===== src/rtl/lmc_pkg.sv =====
// Shared definitions for the LMC program loader slice.
//   - default address/data widths
//   - loader FSM state encoding
//   - LMC instruction field positions (JMP/LDA/STA flags, 4-bit operand)
package lmc_pkg;

    localparam int unsigned ADDR_WIDTH_DEF = 4;
    localparam int unsigned DATA_WIDTH_DEF = 8;

    typedef enum logic [1:0] {
        StIdle,
        StLoad,
        StVerify,
        StDone
    } loader_state_e;

    // Instruction word layout
    localparam int unsigned INSTR_JMP_BIT = 7;
    localparam int unsigned INSTR_LDA_BIT = 6;
    localparam int unsigned INSTR_STA_BIT = 5;
    localparam int unsigned INSTR_OPD_MSB = 3;
    localparam int unsigned INSTR_OPD_LSB = 0;

endpackage


===== src/rtl/lmc_prog_loader_if.sv =====
// Bundle between the program loader, its byte source and the instruction RAM.
//   start/len           : load request and word count (0 = full image)
//   in_data/in_valid/in_ready : program byte stream handshake
//   mem_we/mem_addr/mem_data  : instruction RAM write port
//   cpu_reset/busy/done/checksum : status towards the CPU and the host
// Optional macro LOADER_READBACK_EN adds mem_rdata (RAM read data) and verify_err.
// Modports: slave = loader view, master = host/RAM view.
interface lmc_prog_loader_if
    import lmc_pkg::*;
#(
    parameter int unsigned ADDR_WIDTH = ADDR_WIDTH_DEF,
    parameter int unsigned DATA_WIDTH = DATA_WIDTH_DEF
);
    logic                  start;
    logic [ADDR_WIDTH:0]   len;
    logic [DATA_WIDTH-1:0] in_data;
    logic                  in_valid;
    logic                  in_ready;
    logic                  mem_we;
    logic [ADDR_WIDTH-1:0] mem_addr;
    logic [DATA_WIDTH-1:0] mem_data;
    logic                  cpu_reset;
    logic                  busy;
    logic                  done;
    logic [DATA_WIDTH-1:0] checksum;
`ifdef LOADER_READBACK_EN
    logic [DATA_WIDTH-1:0] mem_rdata;
    logic                  verify_err;

    modport slave (
        input  start, len, in_data, in_valid, mem_rdata,
        output in_ready, mem_we, mem_addr, mem_data, cpu_reset, busy, done, checksum,
               verify_err
    );
    modport master (
        output start, len, in_data, in_valid, mem_rdata,
        input  in_ready, mem_we, mem_addr, mem_data, cpu_reset, busy, done, checksum,
               verify_err
    );
`else
    modport slave (
        input  start, len, in_data, in_valid,
        output in_ready, mem_we, mem_addr, mem_data, cpu_reset, busy, done, checksum
    );
    modport master (
        output start, len, in_data, in_valid,
        input  in_ready, mem_we, mem_addr, mem_data, cpu_reset, busy, done, checksum
    );
`endif
endinterface


===== src/rtl/lmc_sum_acc.sv =====
// Clearable modulo-2^DATA_WIDTH accumulator with synchronous active-low reset.
//   clk_i/rst_ni : clock, synchronous active-low reset
//   clr_i        : zero the sum (wins over en_i)
//   en_i/add_i   : add add_i to the sum at the clock edge
//   sum_o        : current sum
module lmc_sum_acc
    import lmc_pkg::*;
#(
    parameter int unsigned DATA_WIDTH = DATA_WIDTH_DEF
) (
    input  logic                  clk_i,
    input  logic                  rst_ni,
    input  logic                  clr_i,
    input  logic                  en_i,
    input  logic [DATA_WIDTH-1:0] add_i,
    output logic [DATA_WIDTH-1:0] sum_o
);
    logic [DATA_WIDTH-1:0] sum_q;

    always_ff @(posedge clk_i) begin
        if (!rst_ni) begin
            sum_q <= '0;
        end else if (clr_i) begin
            sum_q <= '0;
        end else if (en_i) begin
            sum_q <= sum_q + add_i;
        end
    end

    assign sum_o = sum_q;

endmodule


===== src/rtl/lmc_prog_loader.sv =====
// Clocked writer for the LMC instruction RAM. Accepts a byte stream on a
// valid/ready handshake, writes it to addresses 0..len-1 with one cycle of
// latency, holds the CPU in reset while loading and reports a modulo checksum.
//   timer555 : clock (rising edge)
//   reset_n  : synchronous active-low reset
//   bus      : lmc_prog_loader_if.slave (request, stream, RAM port, status)
// Macro LOADER_READBACK_EN: after loading, read the image back through
// mem_rdata, compare its sum against checksum and flag verify_err.
module lmc_prog_loader
    import lmc_pkg::*;
#(
    parameter int unsigned ADDR_WIDTH = ADDR_WIDTH_DEF,
    parameter int unsigned DATA_WIDTH = DATA_WIDTH_DEF
) (
    input logic              timer555,
    input logic              reset_n,
    lmc_prog_loader_if.slave bus
);
    localparam int unsigned CW = ADDR_WIDTH + 1;
    localparam logic [CW-1:0] FullLen = {1'b1, {ADDR_WIDTH{1'b0}}};

    loader_state_e         state_q;
    logic [CW-1:0]         len_q;
    logic [CW-1:0]         idx_q;
    logic                  mem_we_q;
    logic [ADDR_WIDTH-1:0] mem_addr_q;
    logic [DATA_WIDTH-1:0] mem_data_q;
    logic                  busy_q;
    logic                  cpu_reset_q;
    logic                  done_q;

    logic                  accept_start;
    logic                  xfer;
    logic [CW-1:0]         idx_inc;
    logic [DATA_WIDTH-1:0] checksum;

    assign accept_start = bus.start && (state_q == StIdle || state_q == StDone);
    assign xfer         = bus.in_valid && (state_q == StLoad);
    assign idx_inc      = idx_q + 1'b1;

    lmc_sum_acc #(
        .DATA_WIDTH (DATA_WIDTH)
    ) u_checksum (
        .clk_i  (timer555),
        .rst_ni (reset_n),
        .clr_i  (accept_start),
        .en_i   (xfer),
        .add_i  (bus.in_data),
        .sum_o  (checksum)
    );

`ifdef LOADER_READBACK_EN
    // rd_active_q is low for the first VERIFY cycle, which still carries the
    // final write; reads start once mem_addr has moved to 0.
    logic                  rd_active_q;
    logic [CW-1:0]         vidx_q;
    logic                  verify_err_q;
    logic [CW-1:0]         vidx_inc;
    logic [DATA_WIDTH-1:0] rsum;
    logic [DATA_WIDTH-1:0] rsum_next;
    logic                  in_verify;

    assign in_verify = (state_q == StVerify);
    assign vidx_inc  = vidx_q + 1'b1;
    assign rsum_next = rsum + bus.mem_rdata;

    lmc_sum_acc #(
        .DATA_WIDTH (DATA_WIDTH)
    ) u_readback (
        .clk_i  (timer555),
        .rst_ni (reset_n),
        .clr_i  (accept_start || (in_verify && !rd_active_q)),
        .en_i   (in_verify && rd_active_q),
        .add_i  (bus.mem_rdata),
        .sum_o  (rsum)
    );
`endif

    always_ff @(posedge timer555) begin
        if (!reset_n) begin
            state_q      <= StIdle;
            len_q        <= '0;
            idx_q        <= '0;
            mem_we_q     <= 1'b0;
            mem_addr_q   <= '0;
            mem_data_q   <= '0;
            busy_q       <= 1'b0;
            cpu_reset_q  <= 1'b0;
            done_q       <= 1'b0;
`ifdef LOADER_READBACK_EN
            rd_active_q  <= 1'b0;
            vidx_q       <= '0;
            verify_err_q <= 1'b0;
`endif
        end else begin
            unique case (state_q)
                StIdle, StDone: begin
                    mem_we_q <= 1'b0;
                    if (bus.start) begin
                        len_q       <= (bus.len == '0) ? FullLen : bus.len;
                        idx_q       <= '0;
                        done_q      <= 1'b0;
                        busy_q      <= 1'b1;
                        cpu_reset_q <= 1'b1;
                        state_q     <= StLoad;
`ifdef LOADER_READBACK_EN
                        verify_err_q <= 1'b0;
`endif
                    end
                end
                StLoad: begin
                    mem_we_q <= xfer;
                    if (xfer) begin
                        mem_addr_q <= idx_q[ADDR_WIDTH-1:0];
                        mem_data_q <= bus.in_data;
                        idx_q      <= idx_inc;
                        if (idx_inc == len_q) begin
`ifdef LOADER_READBACK_EN
                            state_q     <= StVerify;
                            rd_active_q <= 1'b0;
`else
                            state_q     <= StDone;
                            busy_q      <= 1'b0;
                            cpu_reset_q <= 1'b0;
                            done_q      <= 1'b1;
`endif
                        end
                    end
                end
`ifdef LOADER_READBACK_EN
                StVerify: begin
                    mem_we_q <= 1'b0;
                    if (!rd_active_q) begin
                        rd_active_q <= 1'b1;
                        vidx_q      <= '0;
                        mem_addr_q  <= '0;
                    end else begin
                        vidx_q <= vidx_inc;
                        if (vidx_inc == len_q) begin
                            state_q      <= StDone;
                            busy_q       <= 1'b0;
                            cpu_reset_q  <= 1'b0;
                            done_q       <= 1'b1;
                            rd_active_q  <= 1'b0;
                            verify_err_q <= (rsum_next != checksum);
                        end else begin
                            mem_addr_q <= vidx_inc[ADDR_WIDTH-1:0];
                        end
                    end
                end
`endif
                default: state_q <= StIdle;
            endcase
        end
    end

    assign bus.in_ready  = (state_q == StLoad);
    assign bus.mem_we    = mem_we_q;
    assign bus.mem_addr  = mem_addr_q;
    assign bus.mem_data  = mem_data_q;
    assign bus.cpu_reset = cpu_reset_q;
    assign bus.busy      = busy_q;
    assign bus.done      = done_q;
    assign bus.checksum  = checksum;
`ifdef LOADER_READBACK_EN
    assign bus.verify_err = verify_err_q;
`endif

endmodule


===== src/flat_wrapper.sv =====
// flat-port wrapper written by rule: the top's interface ports become plain ports
module lmc_prog_loader_flat import lmc_pkg::*;
#(
    parameter int unsigned ADDR_WIDTH = ADDR_WIDTH_DEF,
    parameter int unsigned DATA_WIDTH = DATA_WIDTH_DEF
)
  (timer555, reset_n, bus_start, bus_len, bus_in_data, bus_in_valid, bus_in_ready, bus_mem_we, bus_mem_addr, bus_mem_data, bus_cpu_reset, bus_busy, bus_done, bus_checksum);
  lmc_prog_loader_if #(.ADDR_WIDTH(ADDR_WIDTH), .DATA_WIDTH(DATA_WIDTH)) bus_i ();
  input logic timer555;
  input logic reset_n;
  input wire logic [$bits(bus_i.start)-1:0] bus_start;
  input wire logic [$bits(bus_i.len)-1:0] bus_len;
  input wire logic [$bits(bus_i.in_data)-1:0] bus_in_data;
  input wire logic [$bits(bus_i.in_valid)-1:0] bus_in_valid;
  output wire logic [$bits(bus_i.in_ready)-1:0] bus_in_ready;
  output wire logic [$bits(bus_i.mem_we)-1:0] bus_mem_we;
  output wire logic [$bits(bus_i.mem_addr)-1:0] bus_mem_addr;
  output wire logic [$bits(bus_i.mem_data)-1:0] bus_mem_data;
  output wire logic [$bits(bus_i.cpu_reset)-1:0] bus_cpu_reset;
  output wire logic [$bits(bus_i.busy)-1:0] bus_busy;
  output wire logic [$bits(bus_i.done)-1:0] bus_done;
  output wire logic [$bits(bus_i.checksum)-1:0] bus_checksum;
  assign bus_i.start = bus_start;
  assign bus_i.len = bus_len;
  assign bus_i.in_data = bus_in_data;
  assign bus_i.in_valid = bus_in_valid;
  assign bus_in_ready = bus_i.in_ready;
  assign bus_mem_we = bus_i.mem_we;
  assign bus_mem_addr = bus_i.mem_addr;
  assign bus_mem_data = bus_i.mem_data;
  assign bus_cpu_reset = bus_i.cpu_reset;
  assign bus_busy = bus_i.busy;
  assign bus_done = bus_i.done;
  assign bus_checksum = bus_i.checksum;
  lmc_prog_loader #(.ADDR_WIDTH(ADDR_WIDTH), .DATA_WIDTH(DATA_WIDTH)) u_core (.timer555(timer555), .reset_n(reset_n), .bus(bus_i));
endmodule

===== config.mk =====
export PLATFORM = sky130hd
export DESIGN_NAME = lmc_prog_loader_flat
export DESIGN_NICKNAME = d
export VERILOG_FILES = /design/src/rtl/lmc_pkg.sv /design/src/rtl/lmc_prog_loader_if.sv /design/src/rtl/lmc_sum_acc.sv /design/src/rtl/lmc_prog_loader.sv /design/src/flat_wrapper.sv
export SDC_FILE = /design/constraint.sdc
export NUM_CORES = 1
export LEC_CHECK = 0
export BUFFER_PORTS_ARGS = -buffer_cell sky130_fd_sc_hd__buf_4
export CORE_MARGIN = 2
export CORE_UTILIZATION = 54
export DETAILED_ROUTE_END_ITERATION = 6
export PLACE_DENSITY = 0.86
export SLEW_MARGIN = 20
export SYNTH_ARGS = -nofsm -noshare
export SYNTH_HDL_FRONTEND = slang
export SYNTH_SLANG_ARGS = --single-unit
export TNS_END_PERCENT = 5

===== constraint.sdc =====
create_clock -name timer555 -period 2.35 [get_ports timer555]
set_clock_uncertainty 0.2 [all_clocks]
set_input_delay 0.3525 -clock timer555 [delete_from_list [all_inputs] [get_ports timer555]]
set_output_delay 0.3525 -clock timer555 [all_outputs]
set_load 0.02 [all_outputs]

==> results of run 1 <==
==> placed cells by master (no fill, tap or decap), types with 2 or more instances in the layout <==
| master | instances |
|---|---|
| a21o_1 | 3 |
| a21oi_1 | 4 |
| mux2i_1 | 3 |
| nand2_1 | 48 |
| bufinv_16 | 2 |
| inv_1 | 6 |
| ha_1 | 10 |
| nand3_1 | 4 |
| clkbuf_4 | 5 |
| a211oi_1 | 4 |
| nand4_1 | 3 |
| o21ai_1 | 5 |
| xor2_1 | 2 |
| o211ai_1 | 2 |
| dfxtp_1 | 35 |
| o21a_1 | 2 |
| a21boi_1 | 16 |
| nor2b_1 | 7 |
| and2_1 | 6 |
| nor4_1 | 4 |
| and3b_1 | 2 |
| nor2_1 | 8 |
| a21boi_0 | 2 |
| a21boi_2 | 2 |
| nor3_1 | 6 |
| xnor2_1 | 3 |
| o21ai_0 | 8 |
| nand2b_1 | 6 |
| a22oi_1 | 3 |
| a31oi_1 | 2 |
| buf_4 | 45 |
==> final timing paths <==
kind	endpoint	slack [ns]	cells after the start
worst min-delay path	u_core.len_q[4]	0.05	3
worst max-delay path	u_core.u_checksum.sum_o[6]	0.10	8
worst min register to register	u_core.bus.mem_data[7]	0.26	2
worst max register to register	u_core.u_checksum.sum_o[6]	0.10	8
==> worst min-delay path, delay by kind of cell <==
family	cells	cell delay (ns)
AND/OR/NAND/NOR	2	0.13
buffers and inverters	1	0.08
==> stage by stage <==
step                hold WS, ns  instance area [um2]  setup slack (ns)  power, mW  util (%)
floorplan                0.2468                 1918            0.1935      1.007         -
global placement         0.2427                 2248            0.1914      1.153     66.85
detailed placement       0.2470                 2248            0.1091      1.165     66.85
CTS                     0.03395                 2354            0.1230      1.707     69.98
global route            0.02606                 2356           0.01613      1.801     70.05
finish                  0.04797                 2356            0.1041      1.701     70.05
==> synthesized netlist by cell type (all sizes together), types with 4 or more instances <==
library cell and number:
nand2 48, dfxtp 35, a21boi 20, o21ai 13, ha 10, clkbuf 9
nor2 8, nor2b 8, and2 6, inv 6, nand2b 6, nor3 6
nand3 5, a211oi 4, a21oi 4, buf 4, nor4 4
==> final cells by class <==
class	instances	area (um2)
flip-flops and latches	35	700.7
inverters	6	22.52
clock inverters	3	67.56
clock buffers	5	37.54
well taps	46	57.56
multi-input cells	179	1132
fillers	294	1007
repair buffers	45	337.8
==> timing repair <==
action / in CTS / in global routing
endpoints found under the setup margin: 0 / 1
hold buffers: 0 / 0
gates resized for setup: 0 / 1
==> registers in the layout, summed over array words and instances, names as in the netlist <==
signal / count
u_core.bus.busy: 1
u_core.bus.done: 1
u_core.bus.mem_addr: 4
u_core.bus.mem_data: 8
u_core.bus.mem_we: 1
u_core.idx_q: 5
u_core.len_q: 5
u_core.state_q: 2
u_core.u_checksum.sum_o: 8
==> logic make-up (layout without fill, tap and decap cells) <==
logic type,after synthesis,after routing,share of synthesized area (%)
AND/OR/NAND/NOR,102,102,26.35
buffers and inverters,19,59,4.565
multiplexers,3,3,1.566
AO/OA/AOI/OAI,58,58,21.13
flip-flops,35,35,36.53
adder cells (fa/ha/maj),11,11,7.567
XOR/XNOR,5,5,2.284
==> metal layers <==
layer	vias to the layer above	share of wire [%]
met5	-	0
met4	0	1.5
met3	8	5.6
met2	65	48
met1	809	45
li1	897	-
==> where the power goes <==
part           internal (mW)  leakage, nW  switching [mW]
logic                  0.198        0.665           0.283
clock network          0.331       0.0514           0.211
registers              0.643        0.284          0.0349
total                   1.17         1.00           0.529
==> results.cfg, run 1 <==
[layout]
area_delta_synth_final_pct = 22.83
drive_gt1_share_pct = 21.25
num-nets-final = 300
n_antenna_cell = 0
instances_no_fill = 319

[critical_path]
crit_family = compound AO/OA/AOI/OAI gates
cp-startpoint = u_core.u_checksum.sum_o[0]
cp_max_fo = 3
cp-start-kind = flip-flop
cp_data_required_time_ns = 2.44
r2r-start = u_core.u_checksum.sum_o[0]
slowest_stage = dfxtp_1
path_class = flip-flop to flip-flop
critPathCaptureType = flip-flop
worst-path-buf-inv = 1
cp_cell_sequence = ha_1 > inv_1 > fa_1 > nor2b_1 > o21a_1 > o211ai_1 > a2111o_1 > nand3_1
cp.arrival_ns = 2.33
crit_path_max_incr_delay_ns = 0.39

[floorplanning]
ios = 42
initial_core_util_pct = 57.03
die_h_um = 63.60
core_um2 = 3363
die_w_um = 63.60
dieArea_um2 = 4045
rows = 21

[pwr]
p_leak_nw = 1.000
p_per_area_nw_per_um2 = 721.8
vdd.ir_drop.worst_v = 0.0005399

[global_routing]
grt_overflow_total = 0
antenna_found_initial = 0
busiest_layer = met2
grt_max_degree = 31
gr-usage-met2_pct = 37.76
grt_usage_pct = 21.94
use_met1_pct = 25.72
use_met3_pct = 5.357
grt_pass1_wl_um = 7100
first_global_vias = 1623

[clocking]
cts_max_path_buffers = 2
numCtsBuffers = 5
cts_tree = done
post-cts-setup-buffer-count = 0
cts_root_buf = clkbuf_4
path_clk_slew_ns = 0.11
cts_sinks = 35
clk_latency_ns = 0.34
htreeDepth = 2

[synthesis]
synth_edf_count = 0
ys_ff_latch = 35
syn-mean-instance-area_um2 = 8.232
synth_top_area_share_pct = 36.53
async_flop_share_pct = 0
syn_inst = 233
ys_types = 45
yosys_warnings = 0
syn_area_um2 = 1918
synth_fp_nets = 261
ys.flop_type = dfxtp_1
synth.area.top_cells = dfxtp_1 (37%), nand2_1 (9.4%), ha_1 (6.5%), a21boi_1 (6.3%), nor2b_1 (2.6%)
yosysTopAreaCell = dfxtp_1
synth-seq-area-share_pct = 36.53

[placed_design]
place_congestion = 0.8907
placedCellCount = 311
io_buffer_count = 41
dpl.hpwl_um = 3008

[sta]
final_hold_viol_count = 0
slew_viol_final = 0
max_slew.worst_pin.slew_ns = 0.4308
setup_tns_ns = 0
finalSetupViolations = 0
min_period_over_period_pct = 95.57
rsz0062_at_grt = false
max_freq_mhz = 445.2
slew-limit-headroom_pct = 71.10
layout_min_cycle_time_ns = 2.246

[routing]
via_count = 1779
drc = 0
finalWirelength_um = 4201
drt_iter0_drc = 88
vias_per_cell = 5.577
dr.pass1.iters = 4
routedWlPerCell_um = 13.17
antenna_left = 0

[hold_path]
hold_class = input port to flip-flop
hold_start = bus_len[4]

[status]
outcome = finished clean

[job]
drv_cap = 0
No activity file was read; power rests on OpenSTA's default activity.
==> run 2, diff against run 1 <==
--- a/config.mk
+++ b/config.mk
@@ -5,11 +5,12 @@
 export SDC_FILE = /design/constraint.sdc
 export NUM_CORES = 1
 export LEC_CHECK = 0
-export BUFFER_PORTS_ARGS = -buffer_cell sky130_fd_sc_hd__buf_4
+export BUFFER_PORTS_ARGS = -buffer_cell sky130_fd_sc_hd__buf_2
 export CORE_MARGIN = 2
 export CORE_UTILIZATION = 54
 export DETAILED_ROUTE_END_ITERATION = 6
 export PLACE_DENSITY = 0.86
+export REMOVE_ABC_BUFFERS = 1
 export SLEW_MARGIN = 20
 export SYNTH_ARGS = -nofsm -noshare
 export SYNTH_HDL_FRONTEND = slang
==> run 2 against run 1 <==
Power is 12% lower; global-route usage is 0.60 points lower; hold slack worse by 0.0083 ns; clock-buffer cell count is 3 higher; combinational power is 6.9% lower; critical path depth is 2 lower; routed wire length is 5.5% lower; setup slack better by 0.036 ns; cell count is 0.63% higher; highest routed layer unchanged.
==> results.cfg, run 2 (synthesis results as in run 1) <==
[status]
outcome = finished clean

[pwr]
vdd.ir_drop.worst_v = 0.0003845
p_leak_nw = 0.9846
p_per_area_nw_per_um2 = 669.0

[critical_path]
critPathCaptureType = flip-flop
cp_max_fo = 4
worst-path-buf-inv = 0
crit_path_max_incr_delay_ns = 0.46
cp-start-kind = flip-flop
cp.arrival_ns = 2.28
slowest_stage = a211oi_1
crit_family = compound AO/OA/AOI/OAI gates
cp_cell_sequence = ha_1 > a211oi_1 > o21ai_1 > a31oi_1 > mux2i_1 > mux2i_1
cp_data_required_time_ns = 2.42
cpMostUsedCell = mux2i_1
path_class = flip-flop to flip-flop

[routing]
via_count = 1751
routedWlPerCell_um = 12.37
drc = 0
finalWirelength_um = 3971
antenna_left = 0
drt_iter0_drc = 107
vias_per_cell = 5.455
dr.pass1.iters = 5

[floorplanning]
rows = 21
initial_core_util_pct = 57.03
die_w_um = 63.60
core_um2 = 3363
die_h_um = 63.60
dieArea_um2 = 4045
ios = 42

[placed_design]
dpl.hpwl_um = 2955
placed_area_um2 = 2161
io_buffer_count = 41
place_congestion = 0.9018
placedCellCount = 313
dp_slack_ns = 0.09931

[layout]
final_cell_mix = nand2_1 (48), buf_2 (41), dfxtp_1 (35)
num-nets-final = 302
area_delta_synth_final_pct = 16.37
stdcell_area_um2 = 2232
instances_no_fill = 321
drive_gt1_share_pct = 21.45
final_common_cell = nand2_1
n_fill_cell = 325
n_antenna_cell = 0

[global_routing]
busiest_layer = met2
use_met1_pct = 25.53
antenna_found_initial = 0
grt_pass1_wl_um = 6831
use_met3_pct = 6.429
grt_overflow_total = 0
grt_max_degree = 25
gr-usage-met2_pct = 35.79
grt_usage_pct = 21.34
first_global_vias = 1570

[clocking]
cts_root_buf = clkbuf_4
post_cts_resized = 0
cts_max_path_buffers = 2
ctsHoldBuffers = 0
post-cts-setup-buffer-count = 0
clk_latency_ns = 0.34
cts_tree = done
path_clk_slew_ns = 0.11
cts_sinks = 35
numCtsBuffers = 5
htreeDepth = 2

[sta]
final_hold_viol_count = 0
slew_viol_final = 0
setup_ws_ns = 0.1401
setup_tns_ns = 0
finalSetupViolations = 0
max_freq_mhz = 452.5
slew-limit-headroom_pct = 65.35
max_slew.worst_pin.slew_ns = 0.5166
min_period_over_period_pct = 94.04
rsz0062_at_grt = false
layout_min_cycle_time_ns = 2.210

[hold_path]
hold_class = input port to flip-flop

[job]
drv_cap = 0
## run 2: worst reg2reg max path, stage by stage, from the launching register on
cell      delay [ns]
dfxtp_1         0.35
ha_1            0.33
a211oi_1        0.46
o21ai_1         0.14
a31oi_1         0.22
mux2i_1         0.24
mux2i_1         0.20
## run 2: area by class of cell
| class | count | area [um2] | share of cell area, % |
|---|---|---|---|
| multi-input combinational | 179 | 1132 | 50.73 |
| sequential | 35 | 700.7 | 31.39 |
| timing repair buffer | 47 | 250.2 | 11.21 |
| clock buffer | 8 | 68.82 | 3.083 |
| tap | 46 | 57.56 | 2.578 |
| inverter | 6 | 22.52 | 1.009 |
## run 2: power breakdown
group	internal (mW)	leakage, nW	switching [mW]	total [mW]
Sequential	0.643	0.284	0.0311	0.674
Combinational	0.170	0.662	0.277	0.448
Clock	0.176	0.0386	0.196	0.372
Total	0.989	0.985	0.504	1.49
## run 2: worst paths after layout
check | cells past startpoint | slack, ns | from | to
max | 6 | 0.14 | u_core.u_checksum.sum_o[1] | u_core.u_checksum.sum_o[7]
min | 3 | 0.04 | bus_len[4] | u_core.len_q[4]
max reg2reg | 6 | 0.14 | u_core.u_checksum.sum_o[1] | u_core.u_checksum.sum_o[7]
min reg2reg | 2 | 0.25 | u_core.bus.mem_addr[2] | u_core.bus.mem_addr[2]
## run 2: metrics by stage
| step | power (mW) | hold WS, ns | util, % |
|---|---|---|---|
| global route | 1.592 | 0.05048 | 66.37 |
| CTS | 1.502 | 0.03702 | 66.29 |
| detailed placement | 1.133 | 0.2422 | 64.25 |
| floorplan | 0.9832 | 0.2468 | - |
| finish | 1.493 | 0.03968 | 66.37 |
| global placement | 1.122 | 0.2384 | 64.25 |
## run 2: metal layers
| metal | part of all wire, % | wire length, um |
|---|---|---|
| met1 | 47 | 1852 |
| met2 | 47 | 1875 |
| met3 | 4.9 | 193 |
| met4 | 1.2 | 49 |
| met5 | 0 | 0 |
==> run 3, diff against run 2 <==
--- a/config.mk
+++ b/config.mk
@@ -7,9 +7,9 @@
 export LEC_CHECK = 0
 export BUFFER_PORTS_ARGS = -buffer_cell sky130_fd_sc_hd__buf_2
 export CORE_MARGIN = 2
-export CORE_UTILIZATION = 54
+export CORE_UTILIZATION = 50
 export DETAILED_ROUTE_END_ITERATION = 6
-export PLACE_DENSITY = 0.86
+export PLACE_DENSITY = 0.84
 export REMOVE_ABC_BUFFERS = 1
 export SLEW_MARGIN = 20
 export SYNTH_ARGS = -nofsm -noshare
==> run 3 against run 2 <==
First-iteration DRC count down 31%; via count about the same; utilization shrank 4.7 points; clock-buffer cell count is 2 lower; highest routed layer unchanged; critical path type unchanged; setup slack improved by 0.071 ns; routed wire length rose by 2.8%.
==> results.cfg, run 3 (synthesis results as in run 1) <==
[critical_path]
cp_max_fo = 3
cp_data_required_time_ns = 2.39
worst-path-buf-inv = 1
path_class = flip-flop to flip-flop
cp_cell_sequence = ha_1 > inv_1 > fa_1 > nor2b_1 > o21a_1 > o211ai_1 > a2111o_1 > nand3_1
crit_family = compound AO/OA/AOI/OAI gates
crit_path_max_incr_delay_ns = 0.38
critPathCaptureType = flip-flop
cp-start-kind = flip-flop
cp.arrival_ns = 2.17
slowest_stage = a2111o_1

[pwr]
vdd.ir_drop.worst_v = 0.0004526
p_comb_share_pct = 28.9
p_per_area_nw_per_um2 = 693.3
seqPwrFrac_pct = 43.1
switchingPower_mw = 0.5223
p_clk_share_pct = 28.0
p_sw_share_pct = 33.36
p_leak_nw = 0.9957
intPower_mw = 1.043

[clocking]
cts_root_buf = clkbuf_8
numCtsBuffers = 5
cts_sinks = 35
htreeDepth = 2
cts_tree = done
path_clk_slew_ns = 0.07
ctsHoldBuffers = 0
post_cts_resized = 0
post-cts-setup-buffer-count = 0
clk_latency_ns = 0.29
cts_max_path_buffers = 2

[floorplanning]
rows = 22
ios = 42
core_um2 = 3661
dieArea_um2 = 4347
die_w_um = 65.94
initial_core_util_pct = 52.39
die_h_um = 65.94

[layout]
drive_gt1_share_pct = 21.45
final_cell_mix = nand2_1 (48), buf_2 (41), dfxtp_1 (35)
n_antenna_cell = 0
n_fill_cell = 331
multi_input_area_um2 = 1130
area_delta_synth_final_pct = 17.74
final_common_cell = nand2_1
num-nets-final = 303
seqCellArea_um2 = 700.7
utilization_pct = 61.69

[placed_design]
io_buffer_count = 41
place_congestion = 0.9320
dpl.hpwl_um = 3009

[sta]
layout_min_cycle_time_ns = 2.138
rsz0062_at_grt = false
finalSetupViolations = 0
slew_viol_final = 0
max_freq_mhz = 467.6
setup_tns_ns = 0
slew-limit-headroom_pct = 67.44
max_slew.worst_pin.slew_ns = 0.4873
final_hold_viol_count = 0
min_period_over_period_pct = 90.99

[routing]
via_count = 1750
antenna_left = 0
finalWirelength_um = 4082
drc = 0
dr.pass1.iters = 4
vias_per_cell = 5.418
routedWlPerCell_um = 12.64
drt_iter0_drc = 74

[global_routing]
grt_pass1_wl_um = 6768
first_global_vias = 1557
grt_max_degree = 26
grt_overflow_total = 0
antenna_found_initial = 0
grt_usage_pct = 20.17

[status]
outcome = finished clean

[job]
drv_cap = 0

[hold_path]
hold_class = input port to flip-flop
## run 3: final timing paths
kind,to,slack (ns),from,cells after the start
setup / recovery,u_core.u_checksum.sum_o[6],0.21,u_core.u_checksum.sum_o[0],8
hold / removal,u_core.len_q[4],0.09,bus_len[4],3
setup reg to reg,u_core.u_checksum.sum_o[6],0.21,u_core.u_checksum.sum_o[0],8
hold reg to reg,u_core.bus.mem_addr[0],0.25,u_core.bus.mem_addr[0],2
## run 3: power by group through the flow
stage	sequential, mW	clock (mW)	combinational, mW
detailed placement	0.688	0	0.450
CTS	0.674	0.448	0.453
global placement	0.686	0	0.440
global route	0.680	0.475	0.501
finish	0.675	0.438	0.452
floorplan	0.728	0	0.255
## run 3: layout make-up
type,instances,area share [%]
clock buffers,6,3.657
clock inverters,1,0.2216
inverters,6,0.9972
multi-input cells,179,50.03
flip-flops and latches,35,31.02
well taps,48,2.659
repair buffers,48,11.41
## run 3: routing by layer
layer  GRT usage [%]  vias to the layer above  routed length [um]
met2           33.33                       45                1895
li1                -                      894                   -
met3           5.111                        7                 218
met4           8.929                        0                  70
met5               0                        -                   0
met1           24.66                      804                1898
## run 3: through the flow
stage               instance area, um2  power (mW)  hold WS [ns]  instances  worst slack [ns]
finish                            2258       1.566       0.09306        323            0.2116
detailed placement                2171       1.137        0.2438        316            0.1325
floorplan                         1853      0.9832        0.2468        220         0.0002829
CTS                               2258       1.575       0.09398        323            0.2097
global placement                  2171       1.126        0.2376        316            0.1935
global route                      2258       1.657        0.1184        323           0.03688
## run 3: worst min-delay path, cell delays in order
cell	delay, ns
buf_2	0.08
nor3_1	0.04
nor2_1	0.08
